File: config.mk
export PLATFORM = sky130hd
export DESIGN_NAME = divider_unit
export DESIGN_NICKNAME = d
export VERILOG_FILES = /design/src/rtl/divider_pkg.sv /design/src/rtl/divider_datapath.sv /design/src/rtl/divider_unit.sv
export SDC_FILE = /design/constraint.sdc
export NUM_CORES = 1
export LEC_CHECK = 0
export CAP_MARGIN = 20
export CORE_ASPECT_RATIO = 0.8
export CORE_MARGIN = 5
export CORE_UTILIZATION = 34
export DETAILED_ROUTE_END_ITERATION = 16
export PLACE_DENSITY_LB_ADDON = 0.2
export SYNTH_ARGS = -nofsm -noshare
export SYNTH_HDL_FRONTEND = slang
export SYNTH_HIERARCHICAL = 1
export SYNTH_SLANG_ARGS = --single-unit
File: constraint.sdc
create_clock -name clock -period 3.6 [get_ports clock]
set_clock_uncertainty 0.2 [all_clocks]
set_input_delay 0.72 -clock clock [delete_from_list [all_inputs] [get_ports clock]]
set_output_delay 0.72 -clock clock [all_outputs]
set_load 0.03 [all_outputs]
File: src/rtl/divider_pkg.sv
// Shared declarations for the restoring divider.
//   state_t   : control FSM state encoding (IDLE, RUN, DONE)
//   DEFAULT_N : default operand/result width in bits
package divider_pkg;

  localparam int DEFAULT_N = 4;

  typedef enum logic [1:0] {
    IDLE = 2'd0,
    RUN  = 2'd1,
    DONE = 2'd2
  } state_t;

endpackage

File: src/rtl/divider_datapath.sv
// Restoring shift-subtract datapath: partial remainder A (N+1 bits),
// quotient shift register Q (N bits), divisor register M (N bits).
// Ports:
//   clk, reset        : clock, synchronous active-high reset
//   do_init           : load A<=0, Q<=dividend, M<=divisor
//   do_shift          : perform one shift/trial-subtract iteration
//   dividend, divisor : operands, sampled when do_init is high
//   q_next, rem_next  : Q and A[N-1:0] as they will be after this iteration
//   m_zero            : divisor register holds zero
module divider_datapath #(
  parameter int N = 4
) (
  input  logic         clk,
  input  logic         reset,
  input  logic         do_init,
  input  logic         do_shift,
  input  logic [N-1:0] dividend,
  input  logic [N-1:0] divisor,
  output logic [N-1:0] q_next,
  output logic [N-1:0] rem_next,
  output logic         m_zero
);

  logic [N:0]   a;
  logic [N-1:0] q;
  logic [N-1:0] m;

  logic [N+1:0] a_sh;
  logic         fits;
  logic [N:0]   a_next;

  // {A,Q} shifted left by one; the trial subtraction succeeds when the
  // shifted remainder is at least M, otherwise A is restored (kept as is).
  always_comb begin
    a_sh     = {a, q[N-1]};
    fits     = (a_sh >= {2'b00, m});
    a_next   = a_sh[N:0];
    q_next   = {q[N-2:0], 1'b0};
    if (fits) begin
      a_next = (N+1)'(a_sh - {2'b00, m});
      q_next = {q[N-2:0], 1'b1};
    end
    rem_next = a_next[N-1:0];
    m_zero   = (m == '0);
  end

  always_ff @(posedge clk) begin
    if (reset) begin
      a <= '0;
      q <= '0;
      m <= '0;
    end else if (do_init) begin
      a <= '0;
      q <= dividend;
      m <= divisor;
    end else if (do_shift) begin
      a <= a_next;
      q <= q_next;
    end
  end

endmodule

File: src/rtl/divider_unit.sv
// Multi-cycle unsigned divider (restoring algorithm), N iterations per result.
// Handshake: start is accepted on any rising edge where the unit is not busy
// (IDLE or DONE); operands are sampled on that edge only. start while busy is
// ignored. done pulses for one cycle with quotient/remainder/div_by_zero
// valid; those outputs hold until the next completion.
// Ports:
//   clock, reset        : clock, synchronous active-high reset
//   start               : division request
//   dividend, divisor   : unsigned operands
//   busy                : iteration sequence in progress (RUN)
//   done                : one-cycle result pulse (DONE)
//   quotient, remainder : registered results
//   div_by_zero         : registered, result came from a zero divisor
//   dbg_state           : current FSM state for observation
module divider_unit
  import divider_pkg::*;
#(
  parameter int N = DEFAULT_N
) (
  input  logic         clock,
  input  logic         reset,
  input  logic         start,
  input  logic [N-1:0] dividend,
  input  logic [N-1:0] divisor,
  output logic         busy,
  output logic         done,
  output logic [N-1:0] quotient,
  output logic [N-1:0] remainder,
  output logic         div_by_zero,
  output state_t       dbg_state
);

  localparam int CW = $clog2(N + 1);

  state_t        state;
  state_t        state_nxt;
  logic [CW-1:0] count;
  logic          do_init;
  logic          do_shift;
  logic          last_iter;
  logic [N-1:0]  q_next;
  logic [N-1:0]  rem_next;
  logic          m_zero;

  divider_datapath #(.N(N)) u_dp (
    .clk      (clock),
    .reset    (reset),
    .do_init  (do_init),
    .do_shift (do_shift),
    .dividend (dividend),
    .divisor  (divisor),
    .q_next   (q_next),
    .rem_next (rem_next),
    .m_zero   (m_zero)
  );

  // The Nth iteration is the one executed while count still reads 1.
  assign last_iter = (state == RUN) && (count == CW'(1));

  // State register
  always_ff @(posedge clock) begin
    if (reset) state <= IDLE;
    else       state <= state_nxt;
  end

  // Next-state logic
  always_comb begin
    state_nxt = state;
    case (state)
      IDLE:    state_nxt = start ? RUN : IDLE;
      RUN:     state_nxt = last_iter ? DONE : RUN;
      DONE:    state_nxt = start ? RUN : IDLE;
      default: state_nxt = IDLE;
    endcase
  end

  // Output / control decode
  always_comb begin
    do_init   = (state != RUN) && start;
    do_shift  = (state == RUN);
    busy      = (state == RUN);
    done      = (state == DONE);
    dbg_state = state;
  end

  always_ff @(posedge clock) begin
    if (reset)         count <= '0;
    else if (do_init)  count <= CW'(N);
    else if (do_shift) count <= count - CW'(1);
  end

  // Results are captured only on the completing edge, so the outputs never
  // show intermediate iteration values.
  always_ff @(posedge clock) begin
    if (reset) begin
      quotient    <= '0;
      remainder   <= '0;
      div_by_zero <= 1'b0;
    end else if (last_iter) begin
      quotient    <= q_next;
      remainder   <= rem_next;
      div_by_zero <= m_zero;
    end
  end

endmodule

[Word-level counts from Yosys, hierarchy flattened]
Index checks and enable logic that the tools add are counted.
Operators by class
  reductions and logical operators: 7
  eq/ne operators: 4
  add/sub/neg operators: 2
  muxes and demuxes: 9
  order comparisons: 1
Operator list (number)
  $mux W4: 2
  $ge A6 B4 Y1: 1
  $mux W3: 2
  $mux W5: 1
  $sub A5 B4 Y5: 1
  $logic_not A4 Y1: 1
  $pmux W2 S2: 1
  $reduce_or A2 Y1: 2
  $eq A3 B1 Y1 const B: 1
  $sub A3 B1 Y3 const B: 1
  $eq A2 B1 Y1 const B: 1
  $eq A2 B2 Y1 const B: 1
  $logic_and A1 B1 Y1: 2
  $logic_not A2 Y1: 1
  $mux W1: 2
  $mux W2: 1
  $ne A2 B1 Y1 const B: 1
  $reduce_bool A2 Y1: 1
Word-level totals
  output and inout port bits: 13
  word-level logic and storage cells: 32
  bits of input ports: 11
  register bits: 27

[Depth between registers and ports, before layout]
Gate-level depths: netlist of the first run.
  depth after elaboration: 4
  depth in mapped cells: 12
  gate-level depth less buffers: 11

[By module]
The synthesis of the first run kept the hierarchy.
By module, submodules not included
  divider_datapath: instances 1, seq. area each 260.2 um^2, area each 822.0 um^2, cells each 102
  divider_unit: instances 1, seq. area each 280.3 um^2, area each 591.8 um^2, cells each 69

[Worst setup path before layout of the first run]
OpenSTA, ideal clock, no wires.
  path type: register -> register
  start point: register u_dp.q[3]
  end point: register remainder[3]
  clock period less this slack: 2177 ps
  path slack: 1423 ps
  library setup time: 132 ps
  stages on the path, launching flop included: 13
  data arrival time: 1845 ps
  path buffers: 1
  path through: dfxtp_1 > inv_1 > ha_1 > inv_1 > fa_1 > nand3_1 > nand2_2 > nor2_2 > inv_2 > mux2_4 > buf_4 > nand2_1 > a21oi_1
Between the ends
  cells in the longest elaborated chain, start to end: 2
  elaborated cells between the ends (all ways): 3
  classes of those cells: add/sub (1); order compare (1); mux (1)
RTL lines
  start: declaration: RTL line divider_datapath.sv:25  | logic [N-1:0] q;
  start signal: assignment: RTL line divider_datapath.sv:54  | q <= dividend;
  start signal: assignment: RTL line divider_datapath.sv:58  | q <= q_next;
  $ge A6 B4 Y1: RTL line divider_datapath.sv:36  | fits = (a_sh >= {2'b00, m});
  via u_dp.fits: RTL line divider_datapath.sv:29  | logic fits;
  $mux W5: RTL line divider_datapath.sv:39  | if (fits) begin
  via u_dp.a_next[3]: RTL line divider_datapath.sv:30  | logic [N:0] a_next;
  end signal: assignment: RTL line divider_unit.sv:101  | remainder <= rem_next;
  end: declaration: RTL line divider_unit.sv:28  | output logic [N-1:0] remainder,
The timed path passes the listed nets, and every way through them passes these cells.
A chain may end at the register's enable or synchronous reset.

[Worst setup path after layout of the first run]
  start point: register state[0] (netlist: dbg_state[0])
  end point: output port busy
Between the ends
  cells in the longest elaborated chain, start to end: 1
RTL lines
  start: declaration: RTL line divider_unit.sv:35  | state_t state;
  start signal: assignment: RTL line divider_unit.sv:63  | else state <= state_nxt;
  $eq A2 B1 Y1: RTL line divider_unit.sv:81  | busy = (state == RUN);
  end: declaration: RTL line divider_unit.sv:25  | output logic busy,
No other way between the ends.

==> reports/qor.yml, run 1 <==
placed_design:
  io_buffers: 23
  placed_cell_area_sq_mm: 0.00163
  preCtsSetupSlack_ns: 1.05
  post-place-cells: 237
  dp_hpwl_mm: 2.33
  gp_congestion: 0.822
grt:
  grt_usage_pct: 11.8
  grt_pass1_wl_mm: 5.12
  antenna_found_initial: 0
  grt_pass1_vias: 1144
  grt_max_degree: 24
  gr-total-overflow: 0
clock_tree:
  cts_sinks: 27
  numCtsBuffers: 3
  cts_max_level: 1
  hold_buffers: 0
  clkLatencyLatePin_ns: 0.26
  clk_pin_slew_ns: 0.09
  post_cts.repair.setup_buffers: 0
  ctsRootBufferMaster: "clkbuf_8"
  clockBufferDepth: 2
  cts_tree: "built"
  post_cts_resized: 0
worst_setup_path:
  critical_path.max_fanout: 23
  crit_slowest_cell: "clkdlybuf4s50_1"
  critPathBufInv: 1
  cp-start-kind: "register"
  worstPathRequired_ns: 2.68
  cpPeakStageDelay_ns: 0.77
  crit_type: "reg -> out"
  arrival_ns: 1.92
  crit_family: "buffers and inverters"
  worstPathCellList: "nor2b_4 > clkdlybuf4s50_1"
  worstSetupEndpointType: "primary output"
logic_synthesis:
  synth_top_family_by_area: "simple AND/OR/NAND/NOR gates"
  synth_most_common_cell: "dfxtp_1"
  synth_warnings: 6
  synthArstFlopShare_pct: 0
  netlist_instances: 171
  synth.cell_area_sq_mm: 0.00141
  synth_top_area_cell: "dfxtp_1"
  synthXorXnorAreaFrac_pct: 1.24
  synthSimpleGateAreaFrac_pct: 22.8
  synth_edf_count: 0
  syn_avg_cell_area_sq_um: 8.27
  synth_common_cells: "dfxtp_1 (27), nand2_1 (25), a21oi_1 (20)"
  ys_ff_latch: 27
  synthesis.nets: 189
  synth_cell_types: 42
  muxShareOfSynthArea_pct: 6.73
  synth_top_area_share_pct: 38.2
  synth_area_leaders: "dfxtp_1 (38%), a21oi_1 (7.1%), nand2_1 (6.6%), mux2i_1 (5.7%), ha_1 (5.3%)"
  ys.flop_type: "dfxtp_1"
  seq_area_frac_synth_pct: 38.2
  synthAdderAreaFrac_pct: 6.73
  synth_compound_area_share_pct: 14.6
power_and_ir_drop:
  p_sw_uw: 206
  power_frac_comb_pct: 27.7
  pwr-share-clk_pct: 23.9
  powerDensity_mw_per_mm2: 409
  p_int_uw: 478
  finalPower_uw: 685
  ir_drop_v: 0.000230
  p_sw_share_pct: 30.1
  seq_power_share_pct: 48.4
  p_leak_nw: 0.622
route:
  ant_nets: 0
  viasPerCell: 4.67
  routed-via-count: 1125
  first_pass_iters: 4
  first_iter_violations: 46
  drc_errors: 0
  wl_per_cell_um: 12.0
  wirelength_mm: 2.90
cells_and_area:
  n_antenna_cell: 0
  num-fill-cells: 435
  utilization_pct: 40.8
  regArea_sq_um: 541
  post-route-cell-area_sq_mm: 0.00167
  drive_above_1_share_pct: 7.07
  area_delta_synth_final_pct: 18.3
  final_cell_count_no_fill: 241
  layout.nets: 203
  multi_input_area_sq_um: 737
timing:
  setup_ws_ns: 0.759
  clock.fmax_mhz: 352
  hold_violations: 0
  setup_violations: 0
  maxSlewViolCount: 0
  fin_hold_ws_ns: 0.256
  slew_headroom_pct: 67.1
  worstMarginPinSlew_ns: 0.491
  tns_ns: 0
  min_period_ns: 2.84
  fin_crit_sh_pct: 78.9
  rsz0062_at_grt: "no"
floorplanning:
  die_w_um: 82.1
  die_y_um: 67.7
  core_sq_mm: 0.00410
  dieArea_sq_mm: 0.00556
  ios: 24
  num_rows: 21
  start_util_pct: 34.5
run_status:
  status: "finished clean"
min_path:
  hold_class: "reg -> reg"
run:
  drv_cap: 0
## cells in the final DEF (no fill, tap or decap), drive strengths merged
cell,instances
a211oi,1
a21o,2
a21oi,20
a311oi,1
a31o,1
a31oi,3
and2,2
and2b,1
and4bb,1
buf,2
clkbuf,4
clkdlybuf4s50,23
dfxtp,27
fa,1
ha,6
inv,9
mux2,1
mux2i,8
nand2,26
nand2b,2
nand3,3
nand4,1
nand4bb,1
nor2,16
nor2b,3
nor3,4
nor3b,1
nor4,1
o21ai,5
o22ai,1
o31ai,2
or2b,1
or3,2
xnor2,1
xor2,1
## final timing paths
check	start	end	slack (ns)	depth (start not counted)
max	dbg_state[0]$_SDFF_PP0_	busy	0.76	2
min	quotient[3]$_SDFFE_PP0P_	quotient[3]$_SDFFE_PP0P_	0.26	2
max reg2reg	u_dp/q[3]$_SDFFE_PP0P_	remainder[3]$_SDFFE_PP0P_	1.33	11
min reg2reg	quotient[3]$_SDFFE_PP0P_	quotient[3]$_SDFFE_PP0P_	0.26	2
## per-layer routing
metal	GRT usage, %	share of wire (%)	vias up
met5	0	0	-
met4	1.24	0.28	0
met2	18.8	42	28
met3	3.73	5.1	2
li1	-	-	594
met1	16.0	53	501
## layout make-up
type,instances,area share (%)
clock buffer,4,2.69
timing repair buffer,25,14.7
sequential,27,32.3
inverter,9,2.02
multi-input combinational,119,44.1
tap,57,4.26
## cells by family (layout without fill, tap and decap cells)
kind of cell	after synthesis	after routing
adder cells (fa/ha/maj)	7	7
AND/OR/NAND/NOR	65	65
XOR/XNOR	2	2
buffers and inverters	25	38
flip-flops	27	27
AO/OA/AOI/OAI	36	36
multiplexers	9	9
## power by group through the flow
stage / clock network, mW / logic, mW / registers, mW
global placement: 0 / 0.188 / 0.338
CTS: 0.176 / 0.190 / 0.331
global route: 0.189 / 0.214 / 0.334
finish: 0.164 / 0.190 / 0.331
floorplan: 0 / 0.169 / 0.338
detailed placement: 0 / 0.189 / 0.338
## registers in the layout (all words and copies together) (netlist names)
name / cells
quotient: 4
u_dp/m: 4
div_by_zero: 1
u_dp/a: 5
dbg_state: 2
remainder: 4
count: 3
u_dp/q: 4
## worst register-to-register path, stage by stage, from the launching register on
cell and delay (ns):
dfxtp_1 0.34, inv_1 0.08, ha_1 0.14, inv_1 0.06, fa_1 0.41, nand3_1 0.13
nand2_2 0.11, nor2_2 0.20, inv_2 0.07, mux2_4 0.29, nand2_1 0.07, a21oi_1 0.06
(Power assumes the default switching activity.)
==> inputs of run 2 (changes only) <==
- clock period: 3.6 -> 3 ns (I/O delays scaled with it)
==> run 2 against run 1 <==
Die area stayed put. First-iteration DRC count fell by 50%. Sequential power is 20% higher. Combinational power is 22% higher. Highest routed layer unchanged. Critical path type unchanged. Wire length grew 3.9%.
==> reports/qor.yml, run 2 (synthesis gave the netlist of run 1 again) <==
run_status:
  status: "finished clean"
route:
  viasPerCell: 4.76
  routed-via-count: 1152
  wirelength_mm: 3.01
  first_pass_iters: 4
  first_iter_violations: 23
  drc_errors: 0
  ant_nets: 0
  wl_per_cell_um: 12.4
timing:
  fin_crit_sh_pct: 76.9
  maxSlewViolCount: 0
  tns_ns: 0
  rsz0062_at_grt: "no"
  worstMarginPinSlew_ns: 0.422
  min_period_ns: 2.31
  setup_violations: 0
  hold_violations: 0
  clock.fmax_mhz: 433
  slew_headroom_pct: 71.6
cells_and_area:
  regMostFlops: "u_dp/a"
  layout_commonest_cell: "dfxtp_1"
  drive_above_1_share_pct: 7.57
  num-fill-cells: 450
  mostFrequentLayoutCells: "dfxtp_1 (27), nand2_1 (25), clkdlybuf4s50_1 (23), a21oi_1 (20), nor2_1 (15)"
  n_antenna_cell: 0
  area_delta_synth_final_pct: 18.8
  largest_reg_flops: 5
  layout.nets: 204
worst_setup_path:
  crit_slowest_cell: "clkdlybuf4s50_1"
  cp-start-kind: "register"
  critPathCapture: "busy"
  crit_cells: 2
  r2r-start: "u_dp/q[3]$_SDFFE_PP0P_"
  r2r-end: "remainder[3]$_SDFFE_PP0P_"
  worstPathRequired_ns: 2.20
  critPathBufInv: 1
  critical_path.max_fanout: 6
  crit_type: "reg -> out"
  worstPathCellList: "nor2b_4 > clkdlybuf4s50_1"
  rr_worst_depth: 11
  arrival_ns: 1.51
  crit_family: "buffers and inverters"
  worstSetupEndpointType: "primary output"
  reg2reg_slack_ns: 0.76
  cpPeakStageDelay_ns: 0.67
  crit_start: "dbg_state[0]$_SDFF_PP0_"
clock_tree:
  cts_tree: "built"
  numCtsBuffers: 3
  clkLatencyLatePin_ns: 0.27
  post_cts.repair.setup_buffers: 0
  cts_sinks: 27
  clockBufferDepth: 2
  clk_pin_slew_ns: 0.09
  post_cts_resized: 0
  hold_buffers: 0
  ctsRootBufferMaster: "clkbuf_8"
  cts_max_level: 1
placed_design:
  io_buffers: 23
  dp_hpwl_mm: 2.42
  gp_congestion: 0.854
power_and_ir_drop:
  p_leak_nw: 0.627
  powerDensity_mw_per_mm2: 494
  finalPower_uw: 830
  ir_drop_v: 0.000250
floorplanning:
  die_y_um: 67.7
  core_sq_mm: 0.00410
  start_util_pct: 34.5
  die_w_um: 82.1
  dieArea_sq_mm: 0.00556
  num_rows: 21
  ios: 24
grt:
  grt_pass1_wl_mm: 5.21
  gr-total-overflow: 0
  grt_pass1_vias: 1094
  grt_max_degree: 23
  grt_usage_pct: 12.1
  antenna_found_initial: 0
run:
  drv_cap: 0
min_path:
  hold_class: "reg -> reg"
run 2: changes by cell type in the layout (fill, tap and decap cells not counted), sizes merged:
cell  delta
buf      +1
run 2: worst min path at each step:
stage	to	slack, ns	cells after the start	from
2_1_floorplan	u_dp/a[2]$_SDFFE_PP0P_	0.26	2	u_dp/a[2]$_SDFFE_PP0P_
3_3_place_gp	remainder[0]$_SDFFE_PP0P_	0.24	2	remainder[0]$_SDFFE_PP0P_
3_5_place_dp	div_by_zero$_SDFFE_PP0P_	0.25	2	div_by_zero$_SDFFE_PP0P_
4_1_cts	div_by_zero$_SDFFE_PP0P_	0.26	2	div_by_zero$_SDFFE_PP0P_
5_1_grt	quotient[3]$_SDFFE_PP0P_	0.28	2	quotient[3]$_SDFFE_PP0P_
6_report	quotient[3]$_SDFFE_PP0P_	0.25	2	quotient[3]$_SDFFE_PP0P_
run 2: metrics by stage:
step	cells	hold WS (ns)	cell area, sq um	util [%]	worst slack, ns
3_3_place_gp	238	0.244	1640	39.9	0.687
2_1_floorplan	171	0.265	1410	-	0.823
6_report	242	0.254	1680	41.0	0.692
5_1_grt	242	0.276	1680	41.0	0.614
4_1_cts	242	0.260	1680	41.0	0.669
3_5_place_dp	238	0.248	1640	39.9	0.611
run 2: metal layers:
layer / up-vias / GRT usage [%] / wire, um
li1: 598 / - / -
met1: 517 / 16.7 / 1530
met2: 35 / 19.2 / 1270
met3: 2 / 3.47 / 206
met4: 0 / 1.87 / 4
met5: - / 0 / 0
run 2: cell type report:
type | count | area [sq um] | share of cell area, %
Tap cell | 57 | 71.3 | 4.24
Timing Repair Buffer | 26 | 253 | 15.0
Inverter | 9 | 33.8 | 2.01
Multi-Input combinational cell | 119 | 737 | 43.9
Clock buffer | 4 | 45.0 | 2.68
Sequential cell | 27 | 541 | 32.2
run 2: report_power, final:
| group | switching (mW) | total (mW) | internal, mW |
|---|---|---|---|
| clock | 0.105 | 0.200 | 0.0950 |
| sequential | 0.0197 | 0.398 | 0.378 |
| combinational | 0.131 | 0.232 | 0.102 |
| total | 0.255 | 0.830 | 0.575 |
run 2: worst reg2reg max path: stages, from the launching register on:
cell and delay, ns:
dfxtp_1 0.33, inv_1 0.08, ha_1 0.14, inv_1 0.06, fa_1 0.39, nand3_1 0.13
nand2_2 0.11, nor2_2 0.19, inv_2 0.08, mux2_4 0.29, nand2_1 0.06, a21oi_1 0.06
